### src/rtl/uart_pkg.sv
// Shared UART definitions: receiver state encoding, default baud divisor and
// frame geometry, also used by the matching transmitter.
package uart_pkg;

    localparam int UART_BAUD_DIV = 2604;

    // Eight data bits plus one stop bit are shifted in after the start bit.
    localparam int UART_FRAME_BITS = 9;

    localparam logic UART_IDLE_LEVEL = 1'b1;

    typedef enum logic [1:0] {
        IDLE    = 2'd0,
        START   = 2'd1,
        RECEIVE = 2'd2
    } rx_state_t;

endpackage

### src/rtl/uart_rx_sync.sv
// Brings the asynchronous RX pin into the clk domain through two flops and
// adds a third flop so a falling edge of the synchronized line can be detected.
module uart_rx_sync
    import uart_pkg::*;
(
    input  logic clk,
    input  logic rst,
    input  logic rx_in,
    output logic rx_s,
    output logic rx_fall
);

    logic meta_q;
    logic meta_d;
    logic sync_q;
    logic sync_d;
    logic prev_q;
    logic prev_d;

    always_comb begin
        meta_d = rx_in;
        sync_d = meta_q;
        prev_d = sync_q;
    end

    // Resetting to the idle level keeps a reset from looking like a start edge.
    always_ff @(posedge clk) begin
        if (rst) begin
            meta_q <= UART_IDLE_LEVEL;
            sync_q <= UART_IDLE_LEVEL;
            prev_q <= UART_IDLE_LEVEL;
        end else begin
            meta_q <= meta_d;
            sync_q <= sync_d;
            prev_q <= prev_d;
        end
    end

    assign rx_s    = sync_q;
    assign rx_fall = prev_q & ~sync_q;

endmodule

### src/rtl/uart_rx.sv
// 8N1 UART receiver: validates the start bit at mid-period, samples each bit
// at its centre and presents the byte with ready and framing-error flags.
module uart_rx
    import uart_pkg::*;
#(
    parameter int BAUD_DIV = UART_BAUD_DIV
) (
    input  logic       clk,
    input  logic       rst,
    input  logic       RX,
    input  logic       clr_rdy,
    output logic [7:0] rx_data,
    output logic       rdy,
    output logic       frm_err
);

    localparam int CW = $clog2(BAUD_DIV);
    localparam logic [CW-1:0] HALF_LOAD = CW'(BAUD_DIV / 2);
    localparam logic [CW-1:0] FULL_LOAD = CW'(BAUD_DIV - 1);
    localparam logic [3:0]    LAST_BIT  = 4'(UART_FRAME_BITS - 1);

    logic rx_s;
    logic rx_fall;

    rx_state_t       state_q;
    rx_state_t       state_d;
    logic [CW-1:0]   baud_cnt_q;
    logic [CW-1:0]   baud_cnt_d;
    logic [3:0]      bit_cnt_q;
    logic [3:0]      bit_cnt_d;
    logic [8:0]      shift_q;
    logic [8:0]      shift_d;
    logic [7:0]      rx_data_q;
    logic [7:0]      rx_data_d;
    logic            rdy_q;
    logic            rdy_d;
    logic            frm_err_q;
    logic            frm_err_d;
    logic            baud_tick;
    logic [8:0]      shift_next;

    uart_rx_sync u_sync (
        .clk     (clk),
        .rst     (rst),
        .rx_in   (RX),
        .rx_s    (rx_s),
        .rx_fall (rx_fall)
    );

    assign baud_tick  = (baud_cnt_q == '0);
    assign shift_next = {rx_s, shift_q[8:1]};

    always_comb begin
        state_d    = state_q;
        baud_cnt_d = baud_cnt_q;
        bit_cnt_d  = bit_cnt_q;
        shift_d    = shift_q;
        rx_data_d  = rx_data_q;
        rdy_d      = rdy_q;
        frm_err_d  = frm_err_q;

        // Acknowledge first so a completing frame below overrides it.
        if (clr_rdy) begin
            rdy_d     = 1'b0;
            frm_err_d = 1'b0;
        end

        case (state_q)
            IDLE: begin
                if (rx_fall) begin
                    baud_cnt_d = HALF_LOAD;
                    bit_cnt_d  = 4'd0;
                    rdy_d      = 1'b0;
                    state_d    = START;
                end
            end

            START: begin
                if (baud_tick) begin
                    baud_cnt_d = FULL_LOAD;
                    state_d    = rx_s ? IDLE : RECEIVE;
                end else begin
                    baud_cnt_d = baud_cnt_q - 1'b1;
                end
            end

            RECEIVE: begin
                if (baud_tick) begin
                    baud_cnt_d = FULL_LOAD;
                    shift_d    = shift_next;
                    bit_cnt_d  = bit_cnt_q + 4'd1;
                    // Ninth sample is the stop bit; a bad stop still delivers the byte.
                    if (bit_cnt_q == LAST_BIT) begin
                        rx_data_d = shift_next[7:0];
                        frm_err_d = ~shift_next[8];
                        rdy_d     = 1'b1;
                        state_d   = IDLE;
                    end
                end else begin
                    baud_cnt_d = baud_cnt_q - 1'b1;
                end
            end

            default: begin
                state_d = IDLE;
            end
        endcase
    end

    always_ff @(posedge clk) begin
        if (rst) begin
            state_q    <= IDLE;
            baud_cnt_q <= '0;
            bit_cnt_q  <= 4'd0;
            shift_q    <= 9'd0;
            rx_data_q  <= 8'h00;
            rdy_q      <= 1'b0;
            frm_err_q  <= 1'b0;
        end else begin
            state_q    <= state_d;
            baud_cnt_q <= baud_cnt_d;
            bit_cnt_q  <= bit_cnt_d;
            shift_q    <= shift_d;
            rx_data_q  <= rx_data_d;
            rdy_q      <= rdy_d;
            frm_err_q  <= frm_err_d;
        end
    end

    assign rx_data = rx_data_q;
    assign rdy     = rdy_q;
    assign frm_err = frm_err_q;

endmodule

### config.mk
export PLATFORM = sky130hd
export DESIGN_NAME = uart_rx
export DESIGN_NICKNAME = d
export VERILOG_FILES = /design/src/rtl/uart_pkg.sv /design/src/rtl/uart_rx_sync.sv /design/src/rtl/uart_rx.sv
export SDC_FILE = /design/constraint.sdc
export NUM_CORES = 1
export LEC_CHECK = 0
export ABC_AREA = 1
export BUFFER_PORTS_ARGS = -buffer_cell sky130_fd_sc_hd__buf_2
export CAP_MARGIN = 10
export CORE_UTILIZATION = 42
export DETAILED_ROUTE_END_ITERATION = 7
export PLACE_DENSITY = 0.64
export SETUP_SLACK_MARGIN = 0.3
export SLEW_MARGIN = 10
export SYNTH_ARGS = -nofsm -noshare
export SYNTH_HDL_FRONTEND = slang
export SYNTH_HIERARCHICAL = 1
export SYNTH_SLANG_ARGS = --single-unit
### constraint.sdc
create_clock -name clk -period 1.4 [get_ports clk]
set_input_delay 0.21 -clock clk [delete_from_list [all_inputs] [get_ports clk]]
set_output_delay 0.21 -clock clk [all_outputs]
set_load 0.005 [all_outputs]
==> results_dict.tcl, run 1 <==
set metrics [dict create \
    clock.fmax_mhz 661.3 \
    start_util_pct 44.59 \
    vias 1990 \
    syn_inst 277 \
    critPathKind "reg2reg" \
    synth.area.top_cells "dfxtp_1 40%, nand2_1 10%, inv_1 8.8%" \
    tightest_slew_ns 0.2953 \
    synth-simple-area-share_pct 26.26 \
    io_buffers 13 \
    hold_viol_final 0 \
    worstReg2RegStart "baud_cnt_q[0]$_SDFFE_PP0P_" \
    start_kind "flop" \
    synth_xor_area_share_pct 2.225 \
    violations "negative setup slack" \
    post-route-util_pct 63.97 \
    drive_gt1_share_pct 41.52 \
    drc 0 \
    cts_tree "done" \
    synth_area_um2 1968 \
    post-place-cells 362 \
    grt_pass1_wl_um 8769 \
    die_area_um2 4964 \
    rsz0062_at_grt "yes" \
    rr_worst_depth 9 \
    synth_cell_types 28 \
    final_cell_mix "42 x nand2_1, 37 x inv_1, 32 x dfxtp_1, 27 x buf_4, 19 x a21oi_1" \
    final_common_cell "nand2_1" \
    antenna_cells 0 \
    post-route-min-period_ns 1.512 \
    fin_setup_tns_ns -1.370 \
    die_h_um 70.46 \
    power_mw 7.592 \
    setup_viol 23 \
    yosys_warnings 6 \
    cap_violations 0 \
    cp.required_ns 1.59 \
    synthMuxAreaShare_pct 0 \
    hp-start "RX" \
    hold_end "u_sync/meta_q$_SDFF_PP1_" \
    critPathLaunch "baud_cnt_q[0]$_SDFFE_PP0P_" \
    cts_hold_buf 0 \
    cts_buffer_depth 2 \
    outcome "complete, but fails checks" \
    routed_wl_um 5294 \
    critPathArrivalTime_ns 1.70 \
    first_pass_iters 4 \
    critPathMaxFanout 7 \
    via_per_inst 5.209 \
    fin_skew_ns 0.004411 \
    ys_ff_latch 39 \
    postLayoutSetupSlackWorst_ns -0.1121 \
    ant_nets 0 \
    vdd_ir_drop_max_uv 1333 \
    synth_fa_ha_area_share_pct 4.450 \
    synth-compound-area-share_pct 17.04 \
    syn-num-nets 288 \
    hold_ws_ns 0.09420 \
    grt_use_total_pct 22.56 \
    areaGrowthSynthToFinish_pct 43.48 \
    rows 24 \
    synth.top_cell.area_share_pct 39.67 \
    ys_seq_area_share_pct 39.67 \
    timing.rr.end "rx_data[7]$_SDFFE_PP0P_" \
    grt_antenna_before_repair 0 \
    final_nets 340 \
    grt_max_degree 23 \
    grt_overflow 0 \
    clk_pin_slew_ns 0.08 \
    p_per_area_nw_per_um2 2688 \
    timing.slew.headroom_pct 80.24 \
    p_leak_nw 1.249 \
    place_congestion 0.8502 \
    clk_latency_ns 0.30 \
    end_kind "flop" \
    post_drt_wl_per_cell_um 13.86 \
    final_cells 382 \
    r2r_setup_slack_ns -0.11 \
    synth_top_family_by_area "simple AND/OR/NAND/NOR gates" \
    drt_iter0_drc 123 \
    io_pins 14 \
    register_area_um2 792.0 \
    root_buffer "clkbuf_8" \
    numClockSinks 39 \
    fp.dieW_um 70.46 \
    hp-class "in2reg" \
    fillers 368 \
    slew_violations 0 \
    htree_num_levels 2 \
    syn_area_per_cell_um2 7.105 \
    core-area_um2 4414 \
    multi_input_area_um2 1308 \
    hold_path_depth 3 \
    timing.final.crit_share_pct 108.0 \
    hpwlAfterDp_um 3236 \
    synth_area_leader_cell "dfxtp_1" \
    numCtsBuffers 5 \
    grt_pass1_vias 1929 \
]
## Yosys cell counts, drive strengths merged
master / count
nand2: 55
inv: 46
dfxtp: 39
a21oi: 33
nor2: 32
o21ai: 26
nand3: 21
ha: 7
xor2: 4
clkbuf: 3
buf: 2
nor3: 2
a211oi: 1
a221oi: 1
clkinv: 1
nand3b: 1
o2111ai: 1
o211ai: 1
xnor2: 1
## power by group
part	leakage, nW	internal, mW	switching [mW]
Combinational	0.888	2.13	3.09
Clock	0.0402	0.347	0.431
Sequential	0.320	1.37	0.217
## worst max-delay path, stage by stage, from the launching register on
cell	delay, ns
dfxtp_2	0.33
inv_2	0.07
ha_4	0.15
inv_4	0.04
nor2_4	0.07
nand3_2	0.08
nor2_4	0.24
nand3_4	0.17
o21ai_1	0.20
a21oi_2	0.04
## per-layer routing
layer / GRT usage [%] / vias to the layer above / part of all wire (%)
met2: 38.94 / 35 / 51
met4: 9.333 / 0 / 2.2
met5: 0 / - / 0
li1: - / 995 / -
met3: 3.175 / 12 / 2.5
met1: 27.87 / 948 / 44
## state kept, by name (all words and copies together) (netlist names)
signal,flops
baud_cnt_q,12
rx_data,8
shift_q,8
bit_cnt_q,4
state_q,2
frm_err,1
rdy,1
u_sync/meta_q,1
u_sync/prev_q,1
u_sync/rx_s,1
## layout make-up
cell class / instances / share of cell area [%]
clock buffer: 5 / 2.437
sequential: 39 / 28.05
clock inverter: 3 / 0.7089
multi-input combinational: 187 / 46.30
inverter: 47 / 7.222
timing repair buffer: 48 / 12.67
tap: 52 / 2.304
timing repair inverter: 1 / 0.3101
## metrics by stage
stage / worst slack [ns] / instance area, um2
finish: -0.1121 / 2824
global route: -0.1913 / 2824
CTS: -0.04604 / 2726
detailed placement: -0.09456 / 2332
global placement: -0.05918 / 2332
floorplan: 0.0007915 / 2048
## worst max path at each step
stage	end
6_report	rx_data[7]$_SDFFE_PP0P_
5_1_grt	rx_data[2]$_SDFFE_PP0P_
4_1_cts	rx_data[6]$_SDFFE_PP0P_
3_5_place_dp	rx_data[2]$_SDFFE_PP0P_
3_3_place_gp	rx_data[1]$_SDFFE_PP0P_
2_1_floorplan	frm_err$_SDFF_PP0_
## cells by family after synthesis
logic type                 count (synthesis)
AOI/OAI and AO/OA                         63
xor gates and xnor gates                   5
adders and majority gates                  7
buffers and inverters                     52
DFF                                       39
and+or+nand+nor                          111
## what timing repair did
item / in CTS / in global routing
cloned: 2 / 0
setup endpoints to repair: 36 / 36
gates resized for setup: 61 / 30
buffers inserted: 8 / 2
pin swaps: 19 / 16
Note: power is estimated with default switching activity, not from simulation.
==> inputs of run 2 (changes only) <==
--- a/config.mk
+++ b/config.mk
@@ -5,12 +5,12 @@
 export SDC_FILE = /design/constraint.sdc
 export NUM_CORES = 1
 export LEC_CHECK = 0
-export ABC_AREA = 1
 export BUFFER_PORTS_ARGS = -buffer_cell sky130_fd_sc_hd__buf_2
 export CAP_MARGIN = 10
 export CORE_UTILIZATION = 42
+export CTS_CLUSTER_DIAMETER = 100
 export DETAILED_ROUTE_END_ITERATION = 7
-export PLACE_DENSITY = 0.64
+export PLACE_DENSITY = 0.6
 export SETUP_SLACK_MARGIN = 0.3
 export SLEW_MARGIN = 10
 export SYNTH_ARGS = -nofsm -noshare
==> run 2 against run 1 <==
Net effect: the run still ends with negative setup slack left; sequential share of layout area decreased by 1.0 points; power fell by 54%; global-route usage down 1.6 points; final cell count decreased by 8.9%; sequential power is 23% lower; hold slack lost 0.0081 ns; flip-flop and latch count unchanged; critical path type unchanged.
==> results_dict.tcl, run 2 <==
set metrics [dict create \
    outcome "complete, but fails checks" \
    violations "negative setup slack" \
    critPathMaxFanout 5 \
    grt_pass1_vias 1817 \
    final_nets 306 \
    hold_viol_final 0 \
    start_kind "flop" \
    drive_gt1_share_pct 52.03 \
    end_kind "flop" \
    clock.fmax_mhz 615.8 \
    io_pins 14 \
    vdd_ir_drop_max_uv 682.6 \
    cts_tree "done" \
    synth.area.top_cells "dfxtp_1 41%, a21oi_1 8.8%, nand2_1 6.6%" \
    clk_latency_ns 0.30 \
    syn-num-nets 238 \
    synth_commonest_cells "39 x dfxtp_1, 33 x a21oi_1, 33 x nand2_1, 13 x nand3_1, 9 x inv_1" \
    rows 24 \
    yosys_warnings 6 \
    hold_ws_ns 0.08613 \
    syn_inst 227 \
    numClockSinks 39 \
    fin_setup_tns_ns -4.361 \
    largest-register "baud_cnt_q" \
    cap_violations 0 \
    grt_overflow 0 \
    grt_use_total_pct 20.92 \
    core-area_um2 4324 \
    final_common_cell "buf_4" \
    synthArstFlopShare_pct 0 \
    vias 1898 \
    drt_iter0_drc 115 \
    die_h_um 69.01 \
    synth_area_um2 1886 \
    areaGrowthSynthToFinish_pct 54.94 \
    drc 0 \
    final_cell_mix "48 x buf_4, 32 x dfxtp_1, 20 x a21oi_1, 19 x nand2_1" \
    fp.dieW_um 69.01 \
    synth_area_leader_cell "dfxtp_1" \
    ant_nets 0 \
    die_area_um2 4762 \
    hold_end "u_sync/meta_q$_SDFF_PP1_" \
    fillers 338 \
    slowest_stage "or4_4" \
    hpwlAfterDp_um 3292 \
    antenna_cells 0 \
    yosys_most_used_dff "dfxtp_1" \
    synth.top_cell.area_share_pct 41.41 \
    routed_wl_um 5252 \
    cts_buffer_depth 2 \
    synth_edf_count 0 \
    root_buffer "clkbuf_8" \
    hp-class "in2reg" \
    ys_ff_latch 39 \
    ys_seq_area_share_pct 41.41 \
    post_drt_wl_per_cell_um 15.09 \
    rsz0062_at_grt "yes" \
    setup_viol 36 \
    grt_pass1_wl_um 8155 \
    grt_antenna_before_repair 0 \
    r2r_setup_slack_ns -0.22 \
    synth_most_common_cell "dfxtp_1" \
    io_buffers 13 \
    hp-start "RX" \
    worstPathCellList "inv_4 > ha_4 > nor3b_4 > nand3_2 > or4_4 > a21oi_2" \
    postLayoutSetupSlackWorst_ns -0.2239 \
    rr_worst_depth 6 \
    cts_hold_buf 0 \
    clk_pin_slew_ns 0.08 \
    htree_num_levels 2 \
    syn_area_per_cell_um2 8.306 \
    slowest_delay_ns 0.43 \
    cp.required_ns 1.63 \
    fin_skew_ns 0.007030 \
    p_per_area_nw_per_um2 1192 \
    slew_violations 0 \
    via_per_inst 5.454 \
    worstReg2RegStart "baud_cnt_q[0]$_SDFFE_PP0P_" \
    place_congestion 0.8653 \
    timing.rr.end "state_q[1]$_SDFFE_PP0P_" \
    start_util_pct 43.61 \
    critPathKind "reg2reg" \
    timing.final.crit_share_pct 116.0 \
    grt_max_degree 18 \
    numCtsBuffers 5 \
    hold_path_depth 2 \
    timing.slew.headroom_pct 75.64 \
    largest_register_ffs 12 \
    p_leak_nw 1.183 \
    first_pass_iters 4 \
    critPathArrivalTime_ns 1.85 \
    register_area_um2 789.5 \
    multi_input_area_um2 1351 \
    synth_cell_types 48 \
    post-route-min-period_ns 1.624 \
    tightest_slew_ns 0.3654 \
]
-- run 2: kinds of logic after synthesis --
family          after synthesis  share of synthesized area, %
fa+ha+maj                     7                         4.645
compound gates               58                         18.38
buf+inv                      20                         4.180
simple gates                100                         29.73
flops                        39                         41.41
mux                           3                         1.659
-- run 2: timing repair --
item	CTS	global route
endpoints found under the hold margin	0	0
setup buffers	1	7
resized for setup	30	47
setup endpoints to repair	36	36
pin swaps	20	19
cloned	0	1
-- run 2: final cells by class --
| class | instances | area share, % |
|---|---|---|
| Clock inverter | 3 | 1.499 |
| Clock buffer | 5 | 2.355 |
| Sequential cell | 39 | 27.02 |
| Inverter | 9 | 1.413 |
| Timing Repair Buffer | 72 | 19.23 |
| Multi-Input combinational cell | 168 | 46.25 |
| Tap cell | 52 | 2.227 |
-- run 2: worst max path at each step --
| stage | cells past startpoint | to | from |
|---|---|---|---|
| after floorplan | 4 | state_q[1]$_SDFFE_PP0P_ | baud_cnt_q[2]$_SDFFE_PP0P_ |
| after global placement | 6 | baud_cnt_q[8]$_SDFFE_PP0P_ | baud_cnt_q[0]$_SDFFE_PP0P_ |
| after detailed placement | 6 | baud_cnt_q[8]$_SDFFE_PP0P_ | baud_cnt_q[0]$_SDFFE_PP0P_ |
| after CTS | 6 | state_q[1]$_SDFFE_PP0P_ | baud_cnt_q[0]$_SDFFE_PP0P_ |
| after global routing | 6 | state_q[1]$_SDFFE_PP0P_ | baud_cnt_q[0]$_SDFFE_PP0P_ |
| final | 6 | state_q[1]$_SDFFE_PP0P_ | baud_cnt_q[0]$_SDFFE_PP0P_ |
-- run 2: per-layer routing --
metal | track usage [%] | wire (um)
met1 | 24.86 | 2245
met2 | 36.35 | 2781
met3 | 4.532 | 123
met4 | 8.390 | 101
met5 | 0 | 0
-- run 2: stage by stage --
stage	setup WS, ns	power, mW	std cells	util, %	instance area [um2]
floorplan	-0.2076	1.806	227	-	2018
global placement	-0.2110	2.190	331	56.60	2447
detailed placement	-0.2390	2.196	331	56.60	2447
CTS	-0.2213	3.229	340	62.09	2685
global route	-0.2886	3.630	348	67.56	2922
finish	-0.2239	3.483	348	67.56	2922
-- run 2: report_power, final --
| group | leakage, nW | switching (mW) | internal (mW) | total, mW |
|---|---|---|---|---|
| clock network | 0.0581 | 0.425 | 0.531 | 0.956 |
| logic | 0.806 | 0.632 | 0.675 | 1.31 |
| registers | 0.319 | 0.0592 | 1.16 | 1.22 |
| total | 1.18 | 1.12 | 2.37 | 3.48 |
-- run 2: critical path, delay by kind of cell, from the launching register on --
family	cells	cell delay (ns)
and+or+nand+nor	3	0.87
DFF	1	0.34
AOI/OAI and AO/OA	1	0.13
buffers and inverters	1	0.07
adders and majority gates	1	0.14
